`config.mk`:
```
export PLATFORM = sky130hd
export DESIGN_NAME = lfu_way_tracker_flat
export DESIGN_NICKNAME = d
export VERILOG_FILES = /design/src/rtl/lfu_pkg.sv /design/src/rtl/lfu_way_tracker_if.sv /design/src/rtl/lfu_victim_scan.sv /design/src/rtl/lfu_way_tracker.sv /design/src/flat_wrapper.sv
export SDC_FILE = /design/constraint.sdc
export NUM_CORES = 2
export LEC_CHECK = 0
export ABC_AREA = 1
export CAP_MARGIN = 40
export CORE_ASPECT_RATIO = 1.5
export CORE_MARGIN = 3
export CORE_UTILIZATION = 47
export DETAILED_ROUTE_END_ITERATION = 6
export PLACE_DENSITY = 0.63
export SLEW_MARGIN = 20
export SYNTH_ARGS = -nofsm -noshare
export SYNTH_HDL_FRONTEND = slang
export SYNTH_SLANG_ARGS = --single-unit
```
`constraint.sdc`:
```
create_clock -name clk -period 99.5 [get_ports clk]
set_clock_uncertainty 0.05 [all_clocks]
set_input_delay 19.9 -clock clk [delete_from_list [all_inputs] [get_ports clk]]
set_output_delay 19.9 -clock clk [all_outputs]
set_load 0.02 [all_outputs]
```
`src/rtl/lfu_pkg.sv`:
```
`default_nettype none
// ============================================================================
// Module   : lfu_pkg
// Brief    : Shared scan-FSM state encodings and the per-counter next-count rule.
// Revision : 1.0 - initial release
// ============================================================================
package lfu_pkg;

  localparam logic [1:0] c_ST_IDLE = 2'd0;
  localparam logic [1:0] c_ST_SCAN = 2'd1;
  localparam logic [1:0] c_ST_DONE = 2'd2;

  // Fill wins over everything; aging halves the set and re-seeds the hit way.
  function automatic logic [15:0] lfu_next(input logic [15:0] cur,
                                           input logic [15:0] cnt_max,
                                           input logic        fill,
                                           input logic        hit,
                                           input logic        age);
    logic [15:0] v;
    v = cur;
    if (fill)
      v = 16'd1;
    else if (age)
      v = hit ? ((cnt_max >> 1) + 16'd1) : (cur >> 1);
    else if (hit && (cur != cnt_max))
      v = cur + 16'd1;
    return v;
  endfunction

endpackage
`default_nettype wire

```
`src/rtl/lfu_way_tracker_if.sv`:
```
`default_nettype none
// ============================================================================
// Module   : lfu_way_tracker_if
// Brief    : Hit/fill update, victim request/response and debug read bundle.
// Revision : 1.0 - initial release
// ============================================================================
interface lfu_way_tracker_if #(
  parameter int SET_BITS = 6,
  parameter int WAYS     = 4,
  parameter int CNT_W    = 4
);
  localparam int WAY_W = $clog2(WAYS);

  logic                hit_valid;
  logic [SET_BITS-1:0] hit_set;
  logic [WAY_W-1:0]    hit_way;
  logic                fill_valid;
  logic [SET_BITS-1:0] fill_set;
  logic [WAY_W-1:0]    fill_way;
  logic                victim_req;
  logic [SET_BITS-1:0] victim_set;
  logic                victim_ready;
  logic                victim_valid;
  logic [WAY_W-1:0]    victim_way;
  logic [CNT_W-1:0]    victim_count;
  logic                count_read;
  logic [SET_BITS-1:0] count_set;
  logic [WAY_W-1:0]    count_way;
  logic [CNT_W-1:0]    count_out;

  modport slave (
    input  hit_valid, hit_set, hit_way, fill_valid, fill_set, fill_way,
    input  victim_req, victim_set, count_read, count_set, count_way,
    output victim_ready, victim_valid, victim_way, victim_count, count_out
  );

  modport master (
    output hit_valid, hit_set, hit_way, fill_valid, fill_set, fill_way,
    output victim_req, victim_set, count_read, count_set, count_way,
    input  victim_ready, victim_valid, victim_way, victim_count, count_out
  );
endinterface
`default_nettype wire

```
`src/rtl/lfu_victim_scan.sv`:
```
`default_nettype none
// ============================================================================
// Module   : lfu_victim_scan
// Brief    : IDLE/SCAN/DONE FSM walking one way per cycle to find the LFU way.
// Revision : 1.0 - initial release
// ============================================================================
module lfu_victim_scan
  import lfu_pkg::*;
#(
  parameter int SET_BITS = 6,
  parameter int WAYS     = 4,
  parameter int CNT_W    = 4
) (
  input  logic                      clk,
  input  logic                      gen_reset,
  input  logic                      req,
  input  logic [SET_BITS-1:0]       req_set,
  input  logic [CNT_W-1:0]          set_cnts [WAYS],
  output logic [SET_BITS-1:0]       scan_set,
  output logic                      ready,
  output logic                      valid,
  output logic [$clog2(WAYS)-1:0]   way,
  output logic [CNT_W-1:0]          count
);
  localparam int WAY_W = $clog2(WAYS);
  localparam logic [WAY_W-1:0] c_LAST = WAY_W'(WAYS - 1);

  logic [1:0]          r_state;
  logic [SET_BITS-1:0] r_set;
  logic [WAY_W-1:0]    r_idx;
  logic [WAY_W-1:0]    r_best_way;
  logic [CNT_W-1:0]    r_best_cnt;
  logic                r_valid;
  logic [WAY_W-1:0]    r_way;
  logic [CNT_W-1:0]    r_count;

  logic [CNT_W-1:0]    w_cur;
  logic                w_better;

  assign w_cur    = set_cnts[r_idx];
  // Way 0 seeds the running best; strict less-than keeps the lowest index on ties.
  assign w_better = (r_idx == '0) || (w_cur < r_best_cnt);

  always_ff @(posedge clk or posedge gen_reset) begin
    if (gen_reset) begin
      r_state    <= c_ST_IDLE;
      r_set      <= '0;
      r_idx      <= '0;
      r_best_way <= '0;
      r_best_cnt <= '0;
      r_valid    <= 1'b0;
      r_way      <= '0;
      r_count    <= '0;
    end else begin
      r_valid <= 1'b0;
      case (r_state)
        c_ST_IDLE: begin
          if (req) begin
            r_set      <= req_set;
            r_idx      <= '0;
            r_best_way <= '0;
            r_best_cnt <= '0;
            r_state    <= c_ST_SCAN;
          end
        end
        c_ST_SCAN: begin
          if (w_better) begin
            r_best_cnt <= w_cur;
            r_best_way <= r_idx;
          end
          if (r_idx == c_LAST)
            r_state <= c_ST_DONE;
          else
            r_idx <= r_idx + WAY_W'(1);
        end
        c_ST_DONE: begin
          r_valid <= 1'b1;
          r_way   <= r_best_way;
          r_count <= r_best_cnt;
          r_state <= c_ST_IDLE;
        end
        default: r_state <= c_ST_IDLE;
      endcase
    end
  end

  assign scan_set = r_set;
  assign ready    = (r_state == c_ST_IDLE);
  assign valid    = r_valid;
  assign way      = r_way;
  assign count    = r_count;

endmodule
`default_nettype wire

```
`src/rtl/lfu_way_tracker.sv`:
```
`default_nettype none
// ============================================================================
// Module   : lfu_way_tracker
// Brief    : Per-way saturating use counters for every set plus an LFU victim
//            scanner. Define LFU_AGING_EN to halve a set when a hit saturates.
// Revision : 1.0 - initial release
// ============================================================================
module lfu_way_tracker
  import lfu_pkg::*;
#(
  parameter int SET_BITS = 6,
  parameter int WAYS     = 4,
  parameter int CNT_W    = 4
) (
  input  logic                    clk,
  input  logic                    gen_reset,
  lfu_way_tracker_if.slave        bus
);
  localparam int SETS  = 2 ** SET_BITS;
  localparam int WAY_W = $clog2(WAYS);
  localparam logic [CNT_W-1:0] c_CNT_MAX = '1;

  logic [CNT_W-1:0]    r_cnt       [SETS][WAYS];
  logic [CNT_W-1:0]    w_cnt_nxt   [SETS][WAYS];
  logic [CNT_W-1:0]    w_scan_cnts [WAYS];
  logic [SET_BITS-1:0] w_scan_set;
  logic [CNT_W-1:0]    r_count_out;
  logic                w_age_hit;

`ifdef LFU_AGING_EN
  assign w_age_hit = bus.hit_valid && (r_cnt[bus.hit_set][bus.hit_way] == c_CNT_MAX);
`else
  assign w_age_hit = 1'b0;
`endif

  always_comb begin
    for (int s = 0; s < SETS; s++) begin
      for (int w = 0; w < WAYS; w++) begin
        w_cnt_nxt[s][w] = CNT_W'(lfu_next(
          16'(r_cnt[s][w]), 16'(c_CNT_MAX),
          bus.fill_valid && (bus.fill_set == SET_BITS'(s)) && (bus.fill_way == WAY_W'(w)),
          bus.hit_valid  && (bus.hit_set  == SET_BITS'(s)) && (bus.hit_way  == WAY_W'(w)),
          w_age_hit      && (bus.hit_set  == SET_BITS'(s))));
      end
    end
  end

  always_ff @(posedge clk or posedge gen_reset) begin
    if (gen_reset) begin
      for (int s = 0; s < SETS; s++)
        for (int w = 0; w < WAYS; w++)
          r_cnt[s][w] <= '0;
      r_count_out <= '0;
    end else begin
      for (int s = 0; s < SETS; s++)
        for (int w = 0; w < WAYS; w++)
          r_cnt[s][w] <= w_cnt_nxt[s][w];
      if (bus.count_read)
        r_count_out <= r_cnt[bus.count_set][bus.count_way];
    end
  end

  // The scanner sees the registered counters of its latched set.
  always_comb begin
    for (int w = 0; w < WAYS; w++)
      w_scan_cnts[w] = r_cnt[w_scan_set][w];
  end

  lfu_victim_scan #(
    .SET_BITS (SET_BITS),
    .WAYS     (WAYS),
    .CNT_W    (CNT_W)
  ) u_scan (
    .clk       (clk),
    .gen_reset (gen_reset),
    .req       (bus.victim_req),
    .req_set   (bus.victim_set),
    .set_cnts  (w_scan_cnts),
    .scan_set  (w_scan_set),
    .ready     (bus.victim_ready),
    .valid     (bus.victim_valid),
    .way       (bus.victim_way),
    .count     (bus.victim_count)
  );

  assign bus.count_out = r_count_out;

endmodule
`default_nettype wire

```
`src/flat_wrapper.sv`:
```
// flat-port wrapper written by rule: the top's interface ports become plain ports
module lfu_way_tracker_flat import lfu_pkg::*;
#(
  parameter int SET_BITS = 6,
  parameter int WAYS     = 4,
  parameter int CNT_W    = 4
)
  (clk, gen_reset, bus_hit_valid, bus_hit_set, bus_hit_way, bus_fill_valid, bus_fill_set, bus_fill_way, bus_victim_req, bus_victim_set, bus_count_read, bus_count_set, bus_count_way, bus_victim_ready, bus_victim_valid, bus_victim_way, bus_victim_count, bus_count_out);
  lfu_way_tracker_if #(.SET_BITS(SET_BITS), .WAYS(WAYS), .CNT_W(CNT_W)) bus_i ();
  input  logic clk;
  input  logic gen_reset;
  input wire logic [$bits(bus_i.hit_valid)-1:0] bus_hit_valid;
  input wire logic [$bits(bus_i.hit_set)-1:0] bus_hit_set;
  input wire logic [$bits(bus_i.hit_way)-1:0] bus_hit_way;
  input wire logic [$bits(bus_i.fill_valid)-1:0] bus_fill_valid;
  input wire logic [$bits(bus_i.fill_set)-1:0] bus_fill_set;
  input wire logic [$bits(bus_i.fill_way)-1:0] bus_fill_way;
  input wire logic [$bits(bus_i.victim_req)-1:0] bus_victim_req;
  input wire logic [$bits(bus_i.victim_set)-1:0] bus_victim_set;
  input wire logic [$bits(bus_i.count_read)-1:0] bus_count_read;
  input wire logic [$bits(bus_i.count_set)-1:0] bus_count_set;
  input wire logic [$bits(bus_i.count_way)-1:0] bus_count_way;
  output wire logic [$bits(bus_i.victim_ready)-1:0] bus_victim_ready;
  output wire logic [$bits(bus_i.victim_valid)-1:0] bus_victim_valid;
  output wire logic [$bits(bus_i.victim_way)-1:0] bus_victim_way;
  output wire logic [$bits(bus_i.victim_count)-1:0] bus_victim_count;
  output wire logic [$bits(bus_i.count_out)-1:0] bus_count_out;
  assign bus_i.hit_valid = bus_hit_valid;
  assign bus_i.hit_set = bus_hit_set;
  assign bus_i.hit_way = bus_hit_way;
  assign bus_i.fill_valid = bus_fill_valid;
  assign bus_i.fill_set = bus_fill_set;
  assign bus_i.fill_way = bus_fill_way;
  assign bus_i.victim_req = bus_victim_req;
  assign bus_i.victim_set = bus_victim_set;
  assign bus_i.count_read = bus_count_read;
  assign bus_i.count_set = bus_count_set;
  assign bus_i.count_way = bus_count_way;
  assign bus_victim_ready = bus_i.victim_ready;
  assign bus_victim_valid = bus_i.victim_valid;
  assign bus_victim_way = bus_i.victim_way;
  assign bus_victim_count = bus_i.victim_count;
  assign bus_count_out = bus_i.count_out;
  lfu_way_tracker #(.SET_BITS(SET_BITS), .WAYS(WAYS), .CNT_W(CNT_W)) u_core (.clk(clk), .gen_reset(gen_reset), .bus(bus_i));
endmodule
```
==> metrics.txt <==
Vias/cell=6.282; cts hold-fix bufs=0; sequential area share after synthesis=about 35%; DRT iter0 DRCs=10166; Setup violations, final=0; I/O Buffers=47; total negative slack=0 ps; hold slack final=430.4 ps; # nets final=~11000; synthesized area per cell=approximately 7 sq um; Peak VDD IR=19.12 uV; Final min period=~24000 ps; Die Area=approximately 0.16 sq mm; H-tree levels=3; TritonRoute pass-1 iters=7; gpl congestion=between 1 and 1.5; FP Rows=roughly 180; setup bufs post-CTS=0; vias in the first global route=73560; core area=between 0.15 and 0.2 sq mm; Critical Path End Type=flop; GRT Total Usage=37.27%; Ys Warns=0; Arr. time, crit path=about 24000 ps; Clk pin slew, worst setup/hold paths=70 ps; Die Wd=between 300 and 400 microns; failing checks=design-rule violations; Layout fillers=15398; antenna violations before repair=9; grt ovf=0; clk_lat worst skew=just under 800 ps; CP Class=input port to flop; Residual DRC=5; post_cts resized=0; via count=around 79000; Max clock buf depth=3; Max-Slew Margin vs Limit=a little over 20%; Tcrit/Tclk final=between 20% and 30%; Final Hold Violating Endpoints=0; CTS tree=yes; dpl hpwl=roughly 210000 microns; most frequent cells in the layout=1876 x o21ai_0, 1271 x nand2_1, 1178 x inv_1; post-synth net total=roughly 11000; Worst EP required=between 100000 and 150000 ps; synthesized instance count=approximately 11000; RSZ-0062 raised after global routing=false; worst-margin pin slew=between 1000 and 1500 ps; Sink Count=roughly 1100; Synth cell types=44; synthesized flop and latch total=around 1100; Final ANT Viol Nets=0; max frequency=42.54 MHz; most common cell after layout, fill and taps aside=o21ai_0; Max Cap Viol=0; root buf cell=clkbuf_16; power density cells=~20 mW/mm^2; Area growth syn-to-layout=9.526%; first-pass GRT wire length=459600 microns; outcome=finished, violations left; total CTS buffers=approximately 120; Initial Utilization=a little under half; routed len/inst=24.75 microns; Startpoint Class=input port; top fanout value on the critical path=around 180; share of layout cells above drive strength 1=4.385%; Die H=slightly below 500 microns; maximum number of pins on one net before global-route repair=180; Mapped Area=~0.074 sq mm; IO Count=between 40 and 50; leak pwr=roughly 37 nW; Slew Limit Fails=0; WL final=a little over 300000 microns; Worst Hold Class=flop to flop
==> worst paths after layout <==
path / cells past startpoint / startpoint / to / slack (ps)
max in group asynchronous: 6 / gen_reset / u_core.r_cnt[36]$_DFFE_PP0P_ / 77260
worst max register to register: 22 / u_core.u_scan.scan_set[0]$_DFFE_PP0P_ / u_core.u_scan.r_best_way[1]$_DFFE_PP0P_ / 93240
worst min register to register: 2 / u_core.u_scan.way[0]$_DFFE_PP0P_ / u_core.u_scan.way[0]$_DFFE_PP0P_ / 430
worst min-delay path: 2 / u_core.u_scan.way[0]$_DFFE_PP0P_ / u_core.u_scan.way[0]$_DFFE_PP0P_ / 430
worst max-delay path: 17 / bus_count_set[0] / u_core.bus.count_out[3]$_DFFE_PP0P_ / 75990
min in group asynchronous: 2 / gen_reset / u_core.r_cnt[822]$_DFFE_PP0P_ / 19570
==> cell type report <==
cell class	instances	area (sq um)	share of cell area, %
diodes	14	35.03	0.04304
clock buffers	170	3450	4.238
clock inverters	37	524.3	0.6441
inverters	1197	4528	5.563
multi-input cells	7767	41300	50.74
flip-flops and latches	1051	26310	32.33
well taps	2070	2590	3.182
repair buffers	291	2654	3.260
==> cells in the mapped netlist <==
cell / count / area (sq um)
o21ai_0: 1876 / 9389
nand2_1: 1273 / 4778
inv_1: 1186 / 4452
nor2_1: 1148 / 4309
nand3_1: 1108 / 5545
dfrtp_1: 1051 / 26300
a21oi_1: 589 / 2948
xor2_1: 343 / 3004
clkbuf_1: 301 / 1130
ha_1: 261 / 3266
nor3_1: 258 / 1291
o22ai_1: 214 / 1339
o311ai_0: 164 / 1436
nor3b_1: 163 / 1224
buf_2: 137 / 685.7
nand4_1: 69 / 431.7
a221oi_1: 57 / 499.2
xnor2_1: 49 / 429.2
nor4_1: 35 / 219.0
o21a_1: 34 / 255.2
o211ai_1: 26 / 195.2
or2_2: 26 / 162.7
buf_4: 25 / 187.7
o21ai_1: 24 / 120.1
buf_1: 23 / 86.33
o32ai_1: 18 / 157.7
buf_6: 15 / 168.9
clkinv_1: 6 / 22.52
inv_2: 5 / 18.77
mux2_2: 5 / 56.30
a22oi_1: 4 / 30.03
and3_1: 4 / 25.02
o221ai_1: 4 / 35.03
o31ai_1: 3 / 22.52
a21boi_0: 2 / 15.01
a31oi_1: 2 / 12.51
o21bai_1: 2 / 15.01
a211oi_1: 1 / 7.510
a21o_1: 1 / 7.510
a311oi_1: 1 / 8.760
clkbuf_2: 1 / 5.000
nand2_2: 1 / 6.260
nand3b_1: 1 / 7.510
o31ai_2: 1 / 12.51
==> routing by layer <==
layer	vias up	global-route usage, %	routed length, microns
met5	-	0	19
met4	4	32.47	33170
met3	1263	7.769	30430
met2	4302	56.30	134900
met1	37686	44.94	113300
li1	35875	-	-
==> flip-flops by register name, summed over array words and instances, names as in the netlist <==
name	count
u_core.u_scan.count	4
u_core.u_scan.scan_set	6
u_core.bus.count_out	4
u_core.r_cnt	1024
u_core.u_scan.way	2
u_core.u_scan.r_idx	2
u_core.u_scan.r_best_way	2
u_core.u_scan.r_state	2
u_core.u_scan.valid	1
u_core.u_scan.r_best_cnt	4
==> critical path, cell delays in order <==
cell      delay (ps)
buf_8            210
inv_8            560
buf_12           700
buf_4            330
buf_16           280
nor2_1            60
o21ai_0          210
nor2_1           100
o32ai_1          810
nand2_1          100
nand2_1          160
nand2_1           70
o211ai_1          80
nand3_1          110
nand2_1           80
nand2_1           40
o21ai_0           90
==> report_power, final <==
group / internal (mW) / total (mW) / leakage, nW / switching [mW]
Sequential: 0.476 / 0.548 / 12.1 / 0.0717
Combinational: 0.172 / 0.626 / 23.0 / 0.454
Clock: 0.271 / 0.469 / 1.96 / 0.198
==> cell families after synthesis <==
family	Yosys count	share of synthesized area (%)
muxes	5	0.07576
AOI/OAI and AO/OA	3023	22.21
DFF	1051	35.39
adders and majority gates	261	4.394
buffers and inverters	1699	9.091
and+or+nand+nor	4086	24.22
xor gates and xnor gates	392	4.620
==> through the flow <==
step / area (sq um) / utilization [%] / worst slack, ps / instances / total power, mW
4_1_cts: 80500 / 51.27 / 75940 / 12474 / 1.616
2_1_floorplan: 74320 / - / 49970 / 10517 / 0.9095
5_1_grt: 81360 / 51.82 / 75850 / 12584 / 1.708
3_3_place_gp: 75960 / 48.38 / 75030 / 12219 / 1.131
6_report: 81400 / 51.84 / 75990 / 12597 / 1.642
3_5_place_dp: 76530 / 48.74 / 75130 / 12267 / 1.148
(Power assumes the default switching activity.)
